### src/rtl/rob_retire_if.sv
// Allocation, completion, commit and retire signals of the in-order retirement buffer.
// The pipeline drives through master; the buffer sits on slave.
interface rob_retire_if #(
  parameter int unsigned ARCH_W = 5,
  parameter int unsigned PHYS_W = 6,
  parameter int unsigned TAG_W  = 4
);
  logic              flush;
  logic              alloc_valid;
  logic [ARCH_W-1:0] alloc_rd;
  logic [PHYS_W-1:0] alloc_phys_rd;
  logic [PHYS_W-1:0] alloc_old_phys;
  logic              alloc_ready;
  logic [TAG_W-1:0]  alloc_tag;
  logic              complete_valid;
  logic [TAG_W-1:0]  complete_tag;
  logic              commit_valid;
  logic [ARCH_W-1:0] commit_rd;
  logic [PHYS_W-1:0] commit_phys_rd;
  logic              retire_valid;
  logic [PHYS_W-1:0] retire_phys_reg;
  logic [TAG_W:0]    count;
  logic              empty;

  modport master (
    output flush, alloc_valid, alloc_rd, alloc_phys_rd, alloc_old_phys,
           complete_valid, complete_tag,
    input  alloc_ready, alloc_tag, commit_valid, commit_rd, commit_phys_rd,
           retire_valid, retire_phys_reg, count, empty
  );

  modport slave (
    input  flush, alloc_valid, alloc_rd, alloc_phys_rd, alloc_old_phys,
           complete_valid, complete_tag,
    output alloc_ready, alloc_tag, commit_valid, commit_rd, commit_phys_rd,
           retire_valid, retire_phys_reg, count, empty
  );
endinterface

### src/rtl/rob_retire.sv
// In-order retirement buffer: allocates renamed instructions, marks out-of-order
// completions, and retires one done head entry per cycle, freeing its displaced register.
module rob_retire #(
  parameter int unsigned DEPTH  = 16,
  parameter int unsigned ARCH_W = 5,
  parameter int unsigned PHYS_W = 6,
  parameter int unsigned TAG_W  = $clog2(DEPTH)
) (
  input  logic       clk,
  input  logic       reset,
  rob_retire_if.slave bus
);
  localparam int unsigned PTR_W = TAG_W + 1;

  logic [DEPTH-1:0]  valid_q, done_q;
  logic [DEPTH-1:0]  valid_n, done_n;
  logic [ARCH_W-1:0] rd_q   [DEPTH];
  logic [PHYS_W-1:0] phys_q [DEPTH];
  logic [PHYS_W-1:0] old_q  [DEPTH];
  logic [PTR_W-1:0]  head_q, tail_q;
  logic [TAG_W-1:0]  head_idx, tail_idx;
  logic [PTR_W-1:0]  count_c;
  logic              ready_c;
  logic              alloc_fire, retire_fire;

  logic              commit_valid_q;
  logic [ARCH_W-1:0] commit_rd_q;
  logic [PHYS_W-1:0] commit_phys_q;
  logic              retire_valid_q;
  logic [PHYS_W-1:0] retire_phys_q;

  // Extra pointer MSB separates full (count == DEPTH) from empty.
  assign head_idx    = head_q[TAG_W-1:0];
  assign tail_idx    = tail_q[TAG_W-1:0];
  assign count_c     = tail_q - head_q;
  assign ready_c     = (count_c != PTR_W'(DEPTH));
  assign alloc_fire  = bus.alloc_valid && ready_c && !bus.flush;
  assign retire_fire = valid_q[head_idx] && done_q[head_idx] && !bus.flush;

  // Entry status: completion, then retire clears the head, then allocation claims the tail.
  always_comb begin
    valid_n = valid_q;
    done_n  = done_q;
    if (bus.complete_valid && valid_q[bus.complete_tag]) begin
      done_n[bus.complete_tag] = 1'b1;
    end
    if (retire_fire) begin
      valid_n[head_idx] = 1'b0;
      done_n[head_idx]  = 1'b0;
    end
    if (alloc_fire) begin
      valid_n[tail_idx] = 1'b1;
      done_n[tail_idx]  = 1'b0;
    end
    if (bus.flush) begin
      valid_n = '0;
      done_n  = '0;
    end
  end

  always_ff @(posedge clk or posedge reset) begin
    if (reset) begin
      head_q  <= '0;
      tail_q  <= '0;
      valid_q <= '0;
      done_q  <= '0;
    end else begin
      valid_q <= valid_n;
      done_q  <= done_n;
      if (bus.flush) begin
        head_q <= '0;
        tail_q <= '0;
      end else begin
        if (alloc_fire)  tail_q <= tail_q + PTR_W'(1);
        if (retire_fire) head_q <= head_q + PTR_W'(1);
      end
    end
  end

  always_ff @(posedge clk or posedge reset) begin
    if (reset) begin
      for (int unsigned i = 0; i < DEPTH; i++) begin
        rd_q[i]   <= '0;
        phys_q[i] <= '0;
        old_q[i]  <= '0;
      end
    end else if (alloc_fire) begin
      rd_q[tail_idx]   <= bus.alloc_rd;
      phys_q[tail_idx] <= bus.alloc_phys_rd;
      old_q[tail_idx]  <= bus.alloc_old_phys;
    end
  end

  // x0 commits but frees nothing; data fields hold while their valid is low.
  always_ff @(posedge clk or posedge reset) begin
    if (reset) begin
      commit_valid_q <= 1'b0;
      commit_rd_q    <= '0;
      commit_phys_q  <= '0;
      retire_valid_q <= 1'b0;
      retire_phys_q  <= '0;
    end else begin
      commit_valid_q <= retire_fire;
      retire_valid_q <= retire_fire && (rd_q[head_idx] != '0);
      if (retire_fire) begin
        commit_rd_q   <= rd_q[head_idx];
        commit_phys_q <= phys_q[head_idx];
        if (rd_q[head_idx] != '0) retire_phys_q <= old_q[head_idx];
      end
    end
  end

  assign bus.alloc_ready     = ready_c;
  assign bus.alloc_tag       = tail_idx;
  assign bus.count           = count_c;
  assign bus.empty           = (count_c == '0);
  assign bus.commit_valid    = commit_valid_q;
  assign bus.commit_rd       = commit_rd_q;
  assign bus.commit_phys_rd  = commit_phys_q;
  assign bus.retire_valid    = retire_valid_q;
  assign bus.retire_phys_reg = retire_phys_q;
endmodule

### src/flat_wrapper.sv
// flat-port wrapper written by rule: the top's interface ports become plain ports
module rob_retire_flat 
#(
  parameter int unsigned DEPTH  = 16,
  parameter int unsigned ARCH_W = 5,
  parameter int unsigned PHYS_W = 6,
  parameter int unsigned TAG_W  = $clog2(DEPTH)
)
  (clk, reset, bus_flush, bus_alloc_valid, bus_alloc_rd, bus_alloc_phys_rd, bus_alloc_old_phys, bus_complete_valid, bus_complete_tag, bus_alloc_ready, bus_alloc_tag, bus_commit_valid, bus_commit_rd, bus_commit_phys_rd, bus_retire_valid, bus_retire_phys_reg, bus_count, bus_empty);
  rob_retire_if #(.ARCH_W(ARCH_W), .PHYS_W(PHYS_W), .TAG_W(TAG_W)) bus_i ();
  input  logic clk;
  input  logic reset;
  input wire logic [$bits(bus_i.flush)-1:0] bus_flush;
  input wire logic [$bits(bus_i.alloc_valid)-1:0] bus_alloc_valid;
  input wire logic [$bits(bus_i.alloc_rd)-1:0] bus_alloc_rd;
  input wire logic [$bits(bus_i.alloc_phys_rd)-1:0] bus_alloc_phys_rd;
  input wire logic [$bits(bus_i.alloc_old_phys)-1:0] bus_alloc_old_phys;
  input wire logic [$bits(bus_i.complete_valid)-1:0] bus_complete_valid;
  input wire logic [$bits(bus_i.complete_tag)-1:0] bus_complete_tag;
  output wire logic [$bits(bus_i.alloc_ready)-1:0] bus_alloc_ready;
  output wire logic [$bits(bus_i.alloc_tag)-1:0] bus_alloc_tag;
  output wire logic [$bits(bus_i.commit_valid)-1:0] bus_commit_valid;
  output wire logic [$bits(bus_i.commit_rd)-1:0] bus_commit_rd;
  output wire logic [$bits(bus_i.commit_phys_rd)-1:0] bus_commit_phys_rd;
  output wire logic [$bits(bus_i.retire_valid)-1:0] bus_retire_valid;
  output wire logic [$bits(bus_i.retire_phys_reg)-1:0] bus_retire_phys_reg;
  output wire logic [$bits(bus_i.count)-1:0] bus_count;
  output wire logic [$bits(bus_i.empty)-1:0] bus_empty;
  assign bus_i.flush = bus_flush;
  assign bus_i.alloc_valid = bus_alloc_valid;
  assign bus_i.alloc_rd = bus_alloc_rd;
  assign bus_i.alloc_phys_rd = bus_alloc_phys_rd;
  assign bus_i.alloc_old_phys = bus_alloc_old_phys;
  assign bus_i.complete_valid = bus_complete_valid;
  assign bus_i.complete_tag = bus_complete_tag;
  assign bus_alloc_ready = bus_i.alloc_ready;
  assign bus_alloc_tag = bus_i.alloc_tag;
  assign bus_commit_valid = bus_i.commit_valid;
  assign bus_commit_rd = bus_i.commit_rd;
  assign bus_commit_phys_rd = bus_i.commit_phys_rd;
  assign bus_retire_valid = bus_i.retire_valid;
  assign bus_retire_phys_reg = bus_i.retire_phys_reg;
  assign bus_count = bus_i.count;
  assign bus_empty = bus_i.empty;
  rob_retire #(.DEPTH(DEPTH), .ARCH_W(ARCH_W), .PHYS_W(PHYS_W), .TAG_W(TAG_W)) u_core (.clk(clk), .reset(reset), .bus(bus_i));
endmodule
### config.mk
export PLATFORM = sky130hd
export DESIGN_NAME = rob_retire_flat
export DESIGN_NICKNAME = d
export VERILOG_FILES = /design/src/rtl/rob_retire_if.sv /design/src/rtl/rob_retire.sv /design/src/flat_wrapper.sv
export SDC_FILE = /design/constraint.sdc
export NUM_CORES = 1
export LEC_CHECK = 0
export BUFFER_PORTS_ARGS = -buffer_cell sky130_fd_sc_hd__buf_4
export CAP_MARGIN = 20
export CORE_MARGIN = 8
export CORE_UTILIZATION = 40
export DETAILED_ROUTE_END_ITERATION = 16
export GPL_TIMING_DRIVEN = 0
export SETUP_SLACK_MARGIN = 0.15
export SLEW_MARGIN = 0
export SYNTH_ARGS = -nofsm -noshare
export SYNTH_HDL_FRONTEND = slang
export SYNTH_SLANG_ARGS = --single-unit
### constraint.sdc
create_clock -name clk -period 11.65 [get_ports clk]
set_input_delay 2.9125 -clock clk [delete_from_list [all_inputs] [get_ports clk]]
set_output_delay 2.9125 -clock clk [all_outputs]
set_load 0.01 [all_outputs]
=== Yosys cells after proc, flatten, opt, wreduce, memory -nomap -nowiden ===
Cells that the tools add are included.
Widths: inputs -> output; s select.

* Add/subtract/negate cells: 3
* Order comparisons: 9
* Equal/unequal tests: 1
* Multiplexer cells: 39
* Bitwise operators: 9
* Reduce and logical (&&, ||, !) cells: 16

{| class="wikitable"
|+ Operators with widths
! kind !! number
|-
| $bwmux 96 || 2
|-
| $mux 16 || 7
|-
| $bwmux 80 || 1
|-
| $and 16x16->16 || 3
|-
| $bmux 6 s4 || 2
|-
| $mux 5 || 7
|-
| $not 16->16 || 2
|-
| $or 16x16->16 || 2
|-
| $mux 6 || 5
|-
| $demux 6 s4 || 1
|-
| $bmux 5 s4 || 1
|-
| $demux 5 s4 || 1
|-
| $lt 4x5->1 const B || 3
|-
| $bmux 1 s4 || 3
|-
| $demux 1 s4 || 3
|-
| $ge 4x1->1 const B || 3
|-
| $add 5x1->5 const B || 2
|-
| $ge 5x5->1 const B || 2
|-
| $logic_and 1x1->1 || 10
|-
| $not 4->5 || 2
|-
| $mux 1 || 6
|-
| $logic_not 5->1 || 1
|-
| $lt 5x1->1 const B || 1
|-
| $ne 5x5->1 const B || 1
|-
| other kinds (5) || 6
|}

* Register bits: 333
* Output and inout bits: 30

=== Depth between registers and ports, before layout ===
Gate-level depths: netlist of run 1.

* Depth in word-level cells: 11
* Depth in mapped cells: 13

=== Least setup slack after synthesis of run 1 ===
Ideal clock, no wire load.

* Path type: flip-flop to output port
* Start point: register u_core.head_q[1]
* End point: output bus_alloc_ready
* Data arrival time: 2.417 ns
* Setup slack: 6.320 ns
* Cell stages (with the launch flop): 11
* Buffers on the path: 3
* Cells stage by stage: dfrtp_1 clkbuf_1 buf_2 clkinv_1 ha_1 nor2b_1 o21ai_0 nor3b_1 o2111a_1 inv_2 buf_2

* Cells in the longest elaborated chain, start to end: 2

{| class="wikitable"
|+ RTL lines
! item !! RTL line !! RTL
|-
| from (decl) || rob_retire.sv:20 || <nowiki>logic [PTR_W-1:0] head_q, tail_q;</nowiki>
|-
| from (signal assigned) || rob_retire.sv:75 || <nowiki>if (retire_fire) head_q <= head_q + PTR_W'(1);</nowiki>
|-
| $sub 5x5->5 || rob_retire.sv:35 || <nowiki>assign count_c = tail_q - head_q;</nowiki>
|-
| $ne 5x5->1 || rob_retire.sv:36 || <nowiki>assign ready_c = (count_c != PTR_W'(DEPTH));</nowiki>
|-
| to (decl) || flat_wrapper.sv:20 || <nowiki>output wire logic [$bits(bus_i.alloc_ready)-1:0] bus_alloc_ready;</nowiki>
|}

No other way between the ends.

=== Worst setup path in the final report of run 1 ===
* Start point: register u_core.head_q[3]
* End point: output bus_alloc_ready

The elaborated chain is that of the path after synthesis.

==> flow_results.org, run 1 <==
** Clock network
- CTS placed an instance of sky130_fd_sc_hd__clkbuf_16 at the clock tree root.
- Clock sink count :: roughly 330
- Clock Pin Slew Worst Setup and Hold Paths :: roughly 0.06 ns
- The number of gates resized after CTS was 0.
- Worst-Skew Late Latency :: about 0.53 ns
- The H-tree was split into 2 levels.
- Number of post-CTS setup repair buffers :: 0
- TritonCTS built the clock tree.
- Clk buf depth :: 3
- After clock tree synthesis, the flow added hold-fix buffers numbering 0.
- Number of clock buffers inserted by TritonCTS :: 36

** STA
- Final Cycle Share :: approximately three fifths
- Setup TNS after final layout :: 0 ns
- Fmax :: 144.6 MHz
- Slew margin rel. :: 26.68%
- The max-slew violation count was 0.
- Setup repair after global routing missed its margin :: false
- For the pin with the worst max-slew slack, the measured transition is 1.097 ns.
- On the final layout, the worst hold slack is between 0.4 and 0.5 ns.
- Post-layout min period :: between 6 and 7 ns
- Count of final setup violators :: 0
- Min setup slack post-route :: ~4.7 ns
- The count of final hold-check violations was 0.
- The clock arrives with between 0.02 and 0.025 ns of skew.

** Cells and area
- 0 antenna diodes ended up in the layout.
- Regs by FF count :: u_core.old_q (96), u_core.phys_q (96), u_core.rd_q (80)
- Ratio of cells with drive above 1 in the final layout :: between 40% and 50%
- In the final design database the tool counted roughly 1100 nets.
- Area added between synthesis and finish :: 15.36%

** Pwr
- Total power density per cell area :: roughly 140 nW/um^2
- Power share of the sequential group :: about 50%
- In this run, the clock network consumes between 40% and 50% of the power.
- In this run the static leakage power is between 8 and 9 nW.
- Maximum ir drop on the vdd rail :: 77.91 uV
- Int Power :: approximately 2.0 mW
- Switching power total :: 0.5831 mW
- Share of total power consumed by net switching :: a little under a quarter
- Final Power :: ~2.5 mW
- Combinational cells account for roughly 8.6% of the total power.

** Global route
- First-pass GRT wire length :: 61020 microns
- For this run the aggregate overflow at the end of global routing stands at 0.
- Maximum number of pins on one net before global-route repair :: 41
- The initial antenna violation count is 2.
- Global routing used between 15 and 20% of the available tracks across all layers.
- Via count of the first global-routing pass :: slightly below 10000

** Routing
- For this run, design rule violations remaining after detail routing come to 0.
- The first routing iteration left 581 violations.
- The routed layout has 9184 vias.
- In the final routed layout, each cell accounts on average for roughly 24 microns.
- Drt pass-1 iters :: 5
- Count of antenna-violating nets left after detailed routing :: 0
- Dividing the detail-routed via count by the number of cells gives about 5.6.
- Total detailed-routing wirelength :: 39170 microns

** Logic synthesis
- Summing every instance area after synthesis gives between 15000 and 20000 sq um.
- After synthesis the netlist holds a flip-flop and latch count of ~330.
- Fraction of synthesized cell area taken by the top area cell type :: between 50% and 60%
- Area leader, netlist :: sky130_fd_sc_hd__dfrtp_1
- Post-synthesis average cell area :: roughly 15 sq um
- Cells after synthesis :: about 1000
- Counting flops with an async set or reset pin after synthesis yields a share of between 90% and 100%.
- Top-count cell post-synth :: sky130_fd_sc_hd__dfrtp_1
- Sequential fraction of the synthesis area :: 54.02%
- After synthesis, the most frequently instantiated cells are sky130_fd_sc_hd__dfrtp_1, sky130_fd_sc_hd__mux2_2, sky130_fd_sc_hd__mux4_2.
- Cell types occupying the most area after synthesis :: sky130_fd_sc_hd__dfrtp_1, sky130_fd_sc_hd__mux2_2, sky130_fd_sc_hd__mux4_2
- Count of distinct cell types in the synthesized netlist :: between 40 and 50
- Mapped Nets :: between 1000 and 1500
- For this run, the leading register cell type out of synthesis is sky130_fd_sc_hd__dfrtp_1.
- YS warnings :: 0
- Yosys mapped a number of flops with a built-in enable equal to 0.

** Placed design
- The count of buffers added on input and output ports is 50.
- The congestion estimate from routability-driven global placement came to 0.8097.
- Pre-CTS setup slack :: 5.218 ns
- The wire-length estimate of the detail-placed layout is around 26000 microns.

** Die
- Core area :: between 30000 and 40000 sq um
- For this design the top-level I/O count stands at 56.
- Chip Height :: approximately 210 microns
- Cell Rows :: 72
- The floorplan step defined a die boundary enclosing around 45000 sq um.
- Die width :: 212.4 microns
- Initial core utilization :: around 40%

** Setup path
- CP Class :: register to primary output
- Arrival @ worst endpoint :: approximately 4.0 ns
- Along the worst path, the maximum fanout reaches 10.
- STA classifies the critical path startpoint as a register.
- Critical path endpoint category :: primary output
- Required time at the endpoint of the critical path :: between 8 and 9 ns

** Flow run
- Count of maximum capacitance violations :: 0

** Run status
- The run finished with clean final reports.

** Worst hold path
- Path type of the worst min-delay path :: register to register
==> worst paths after layout <==
path / start / endpoint / slack (ns) / cells after the start
min: u_core.old_q[44]$_DFFE_PP0P_ / u_core.old_q[44]$_DFFE_PP0P_ / 0.50 / 1
min reg2reg: u_core.old_q[44]$_DFFE_PP0P_ / u_core.old_q[44]$_DFFE_PP0P_ / 0.50 / 1
max reg2reg: u_core.head_q[3]$_DFFE_PP0P_ / u_core.phys_q[21]$_DFFE_PP0P_ / 6.55 / 12
max: u_core.head_q[3]$_DFFE_PP0P_ / bus_alloc_ready / 4.74 / 9
min in group asynchronous: reset / u_core.bus.retire_phys_reg[0]$_DFFE_PP0P_ / 2.43 / 2
max in group asynchronous: reset / u_core.phys_q[11]$_DFFE_PP0P_ / 8.16 / 5
==> cell usage in the layout (no fill, tap or decap), types with 3 or more instances in the layout <==
| cell | instances |
|---|---|
| sky130_fd_sc_hd__clkinv_2 | 5 |
| sky130_fd_sc_hd__o211a_1 | 15 |
| sky130_fd_sc_hd__buf_8 | 6 |
| sky130_fd_sc_hd__nor2_1 | 25 |
| sky130_fd_sc_hd__o21ai_0 | 9 |
| sky130_fd_sc_hd__a21oi_1 | 5 |
| sky130_fd_sc_hd__mux2i_1 | 3 |
| sky130_fd_sc_hd__ha_1 | 12 |
| sky130_fd_sc_hd__a22oi_1 | 8 |
| sky130_fd_sc_hd__clkbuf_1 | 46 |
| sky130_fd_sc_hd__nand2b_1 | 4 |
| sky130_fd_sc_hd__a21bo_1 | 3 |
| sky130_fd_sc_hd__mux2_2 | 282 |
| sky130_fd_sc_hd__a21bo_2 | 12 |
| sky130_fd_sc_hd__clkbuf_8 | 4 |
| sky130_fd_sc_hd__buf_4 | 59 |
| sky130_fd_sc_hd__nor3b_1 | 3 |
| sky130_fd_sc_hd__nor3_1 | 9 |
| sky130_fd_sc_hd__nand4_1 | 17 |
| sky130_fd_sc_hd__buf_12 | 9 |
| sky130_fd_sc_hd__xnor2_1 | 3 |
| sky130_fd_sc_hd__mux2_4 | 6 |
| sky130_fd_sc_hd__nand2_1 | 25 |
| sky130_fd_sc_hd__nand3_1 | 7 |
| sky130_fd_sc_hd__buf_2 | 22 |
| sky130_fd_sc_hd__a31oi_1 | 15 |
| sky130_fd_sc_hd__inv_1 | 13 |
| sky130_fd_sc_hd__clkbuf_16 | 37 |
| sky130_fd_sc_hd__dfrtp_1 | 333 |
| sky130_fd_sc_hd__mux4_2 | 87 |
| sky130_fd_sc_hd__nor2b_1 | 6 |
| sky130_fd_sc_hd__buf_6 | 3 |
| sky130_fd_sc_hd__buf_1 | 7 |
==> stage by stage <==
step / instances / cell area (sq um) / util [%]
floorplan: 1007 / 15430 / -
CTS: 1647 / 17750 / 46.25
finish: 1650 / 17790 / 46.37
global placement: 1575 / 16450 / 42.87
global route: 1650 / 17790 / 46.37
detailed placement: 1587 / 16680 / 43.46
==> final cells by class <==
class	instances	area, sq um
plain buffers	76	369.1
fillers	3429	20580
clock buffers	52	1022
multi-input cells	580	6655
clock inverters	8	50.05
inverters	18	71.32
repair buffers	65	645.6
well taps	518	648.1
flip-flops and latches	333	8333
==> power groups by stage <==
stage | Clock, mW | Sequential, mW | Combinational (mW)
global route | 1.13 | 1.28 | 0.241
floorplan | 0 | 1.28 | 0.162
detailed placement | 0 | 1.29 | 0.222
global placement | 0 | 1.29 | 0.209
CTS | 1.09 | 1.27 | 0.223
finish | 1.06 | 1.27 | 0.219
==> critical path, cell delays in order, from the launching register on <==
cell                       delay [ns]
sky130_fd_sc_hd__dfrtp_1         0.32
sky130_fd_sc_hd__clkbuf_1        0.52
sky130_fd_sc_hd__buf_1           0.87
sky130_fd_sc_hd__inv_1           0.27
sky130_fd_sc_hd__ha_1            0.38
sky130_fd_sc_hd__nor3b_1         0.30
sky130_fd_sc_hd__o2111a_1        0.38
sky130_fd_sc_hd__inv_2           0.07
sky130_fd_sc_hd__buf_2           0.20
sky130_fd_sc_hd__buf_4           0.17
==> per-layer routing <==
metal | up-vias | GRT usage, % | wire length (microns)
met3 | 69 | 2.727 | 1365
met4 | 4 | 5.616 | 1099
li1 | 3976 | - | -
met1 | 4957 | 24.94 | 17930
met2 | 178 | 28.72 | 18750
met5 | - | 0 | 27
==> cell families (layout without fill, tap and decap cells) <==
group	after synthesis	in the layout	share of synthesized area, %
multiplexers	381	381	34.48
flip-flops	333	333	54.02
AND/OR/NAND/NOR	102	102	3.220
buffers and inverters	94	219	2.831
AO/OA/AOI/OAI	79	79	4.056
adder cells (fa/ha/maj)	13	13	1.103
XOR/XNOR	5	5	0.2840
(Power assumes the default switching activity.)
==> run 2: changes to the inputs <==
==> constraint.sdc (replaced) <==
create_clock -name clk -period 5.55 [get_ports clk]
set_input_delay 1.3875 -clock clk [delete_from_list [all_inputs] [get_ports clk]]
set_output_delay 1.3875 -clock clk [all_outputs]
set_load 0.01 [all_outputs]
==> run 2 against run 1 <==
Register-to-register slack lost 5.8 ns. Clock skew hardly changed. Final cell count stayed put. Sequential share of layout area barely moved. Count of clock-buffer cells in the layout did not move. Via count decreased by 0.11%. Flip-flop and latch count unchanged. Routed wire length up 0.14%. Power up 110%. Worst hold slack got worse by 0.0018 ns. Largest cell class unchanged. Largest power group unchanged.
==> flow_results.org, run 2 (synthesis gave the netlist of run 1 again) <==
** Pwr
- The power density relative to cell area is 300.2 nW/um^2 (was 143.2 nW/um^2).
- The share of total power in combinational logic is 8.6% (about the same).
- The switching power of the nets is 1.222 mW (was 0.5831 mW).
- Int Power :: 4.125 mW (was 1.965 mW)
- The static power due to leakage was 8.479 nW (was 8.473 nW).
- The part of the total power dissipated in sequential elements is 49.9% (was 49.8%).
- The switching power share of the total was 22.86% (was 22.88%).
- Maximum ir drop on the vdd rail :: 161.6 uV (was 77.91 uV)
- The fraction of power consumed by the clock network is 41.5% (was 41.6%).

** Clock network
- The number of clock buffers inserted by TritonCTS is 36 (unchanged).
- The number of H-tree levels came to 2 (unchanged).
- Clock sink count :: 333 (unchanged)
- Clk buf depth :: 3 (unchanged)
- Worst-Skew Late Latency :: 0.53 ns (about the same)
- Number of post-CTS setup repair buffers :: 0 (unchanged)
- Clock tree from TritonCTS :: done (unchanged)
- Clock Pin Slew Worst Setup and Hold Paths :: 0.06 ns (about the same)
- CTS root buf :: sky130_fd_sc_hd__clkbuf_16 (unchanged)

** Run status
- Run status: complete, no violations (unchanged).

** Placed design
- Final estimated routing congestion in global placement :: 0.8097 (unchanged)
- Buffers on Ports :: 50 (unchanged)
- DP Wirelength :: 26150 microns (unchanged)

** Routing
- The DRC marker count from the first detailed-route iteration came to 577 (was 581).
- The total vias in the final route came to 9174 (was 9184).
- Total detailed-routing wirelength :: 39230 microns (was 39170 microns)
- Count of antenna-violating nets left after detailed routing :: 0 (unchanged)
- The length of the first detailed-routing pass in iterations is 5 (unchanged).
- Detail-routed net length per standard cell :: 23.77 microns (was 23.74 microns)
- Remaining DRCs :: 0 (unchanged)
- The per-cell via count in the routed design came to 5.560 (was 5.566).

** Die
- Chip Height :: 212.4 microns (unchanged)
- Initial core utilization :: 40.19% (unchanged)
- Core area :: 38380 sq um (unchanged)
- The number of primary I/O pins came to 56 (unchanged).
- Cell Rows :: 72 (unchanged)
- Full die area :: 45100 sq um (unchanged)
- The x dimension of the die was 212.4 microns (unchanged).

** Cells and area
- Area added between synthesis and finish :: 15.46% (was 15.36%)
- The leading cell type in the layout, fill and taps excluded is sky130_fd_sc_hd__dfrtp_1 (unchanged).
- The utilization of the core after routing was 46.41% (was 46.37%).
- Regs by FF count: u_core.old_q (96), u_core.phys_q (96), u_core.rd_q (80) (unchanged).
- The final-stage net count was 1149 (unchanged).
- Leading cell types in the layout, fill and taps excluded :: sky130_fd_sc_hd__dfrtp_1, sky130_fd_sc_hd__mux2_2, sky130_fd_sc_hd__mux4_2 (unchanged)
- Diode insertion count for antenna repair :: 0 (unchanged)
- Ratio of cells with drive above 1 in the final layout :: 48.06% (was 47.79%)

** Setup path
- Required time at the endpoint of the critical path :: 4.16 ns (was 8.74 ns)
- Critical path cell sequence: clkbuf_1, clkdlybuf4s15_2, inv_1, ha_1, nor3b_1, o2111a_1, inv_2, buf_2, buf_4 (was clkbuf_1, buf_1, inv_1, ha_1, nor3b_1, o2111a_1, inv_2, buf_2, buf_4).
- The biggest fanout along the worst timing path was 10 (unchanged).
- The critical path's top delay family is buffers and inverters (unchanged).
- Critical path endpoint category :: primary output (unchanged)
- The data arrival at the endpoint of the critical path was 3.68 ns (was 4.00 ns).
- Kind of launch point of the worst setup path :: register (unchanged)
- The type of the worst setup path is register to primary output (unchanged).
- The worst path buffer plus inverter count came to 6 (unchanged).
- Slowest cell on the critical path :: sky130_fd_sc_hd__clkdlybuf4s15_2 (was sky130_fd_sc_hd__buf_1)
- The delay contributed by the slowest stage of the critical path is 0.64 ns (was 0.87 ns).

** STA
- The setup TNS came to 0 ns (unchanged).
- Fmax :: roughly 200 MHz
- The count of endpoints failing setup in the final report is 0 (unchanged).
- The clock skew is 0.02158 ns (was 0.02172 ns).
- The max-slew violation count is 0 (unchanged).
- The worst path uses roughly nine tenths of the clock period.
- The final hold slack is 0.4953 ns (was 0.4971 ns).
- The clock period could shrink to around 5 ns.
- The worst-case headroom to the max-slew limit came to 27.53% (was 26.68%).
- Setup repair after global routing missed its margin: false (unchanged).
- The count of final hold-check violations was 0 (unchanged).
- Slew of the pin with the lowest slew margin :: 1.084 ns (was 1.097 ns)

** Global route
- The aggregate global routing overflow was 0 (unchanged).
- Total routing usage reported by global routing :: 17.93% (was 17.92%)
- First-pass GRT wire length :: 61050 microns (was 61020 microns)
- Via count of the first global-routing pass :: 9844 (was 9849)
- Maximum number of pins on one net before global-route repair :: 41 (unchanged)
- The initial antenna violation count is 2 (unchanged).

** Worst hold path
- The path class of the lowest-slack min-delay path is register to register (unchanged).

** Flow run
- Count of maximum capacitance violations :: 0 (unchanged)
## run 2: cell types whose count changed in the layout (fill, tap and decap cells not counted)
cell / before / now
sky130_fd_sc_hd__buf_1: 7 / 6
sky130_fd_sc_hd__buf_2: 22 / 21
sky130_fd_sc_hd__clkbuf_1: 46 / 45
sky130_fd_sc_hd__clkbuf_2: 0 / 1
sky130_fd_sc_hd__clkbuf_4: 0 / 1
sky130_fd_sc_hd__clkdlybuf4s15_2: 0 / 1
sky130_fd_sc_hd__clkinv_1: 2 / 1
sky130_fd_sc_hd__clkinvlp_4: 2 / 3
## run 2: final cells by class
class | count | area [sq um]
multi-input cells | 580 | 6655
inverters | 18 | 75.07
fillers | 3430 | 20570
flip-flops and latches | 333 | 8333
clock buffers | 52 | 1022
clock inverters | 8 | 50.05
well taps | 518 | 648.1
repair buffers | 65 | 645.6
plain buffers | 76 | 380.4
## run 2: power groups by stage
| stage | logic, mW | clock network (mW) | registers, mW |
|---|---|---|---|
| after floorplan | 0.341 | 0 | 2.68 |
| after global placement | 0.440 | 0 | 2.70 |
| after detailed placement | 0.466 | 0 | 2.71 |
| after CTS | 0.468 | 2.28 | 2.66 |
| after global routing | 0.506 | 2.38 | 2.68 |
| final | 0.460 | 2.22 | 2.67 |
## run 2: timing repair
action	4_1_cts	5_1_grt
gates resized for setup	2	4
pin swaps	0	0
endpoints found under the setup margin	1	1
hold buffers	0	0
## run 2: routing by layer
layer / track usage (%) / up-vias / share of wire [%]
met5: 0 / - / 0.069
met4: 5.616 / 4 / 2.6
li1: - / 3974 / -
met1: 24.95 / 4949 / 46
met3: 2.756 / 66 / 3.5
met2: 28.72 / 181 / 48
## run 2: final timing paths
kind,slack [ns],cells after the start,startpoint,to
worst max register to register,0.78,12,u_core.head_q[3]$_DFFE_PP0P_,u_core.phys_q[21]$_DFFE_PP0P_
worst min-delay path,0.50,1,u_core.old_q[44]$_DFFE_PP0P_,u_core.old_q[44]$_DFFE_PP0P_
worst max-delay path,0.48,9,u_core.head_q[3]$_DFFE_PP0P_,bus_alloc_ready
worst min register to register,0.50,1,u_core.old_q[44]$_DFFE_PP0P_,u_core.old_q[44]$_DFFE_PP0P_
max in group asynchronous,3.58,5,reset,u_core.phys_q[11]$_DFFE_PP0P_
min in group asynchronous,0.91,2,reset,u_core.bus.retire_phys_reg[0]$_DFFE_PP0P_
## run 2: worst register-to-register path: stages (launching register included)
cell	delay [ns]
sky130_fd_sc_hd__dfrtp_1	0.31
sky130_fd_sc_hd__clkbuf_1	0.52
sky130_fd_sc_hd__clkdlybuf4s15_2	0.65
sky130_fd_sc_hd__inv_1	0.21
sky130_fd_sc_hd__ha_1	0.36
sky130_fd_sc_hd__o21ai_0	0.11
sky130_fd_sc_hd__a21o_1	0.20
sky130_fd_sc_hd__o2111a_1	0.21
sky130_fd_sc_hd__inv_2	0.10
sky130_fd_sc_hd__buf_2	0.20
sky130_fd_sc_hd__nand4_1	0.87
sky130_fd_sc_hd__buf_2	0.58
sky130_fd_sc_hd__mux2_2	0.33
## run 2: per-stage QoR
| step | cells | total power, mW | cell area (sq um) | worst slack (ns) |
|---|---|---|---|---|
| global placement | 1575 | 3.144 | 16450 | -2.391 |
| CTS | 1647 | 5.414 | 17760 | 0.1626 |
| floorplan | 1007 | 3.023 | 15430 | -0.2861 |
| global route | 1650 | 5.570 | 17810 | 0.2848 |
| detailed placement | 1587 | 3.173 | 16680 | 0.3317 |
| finish | 1650 | 5.347 | 17810 | 0.4813 |
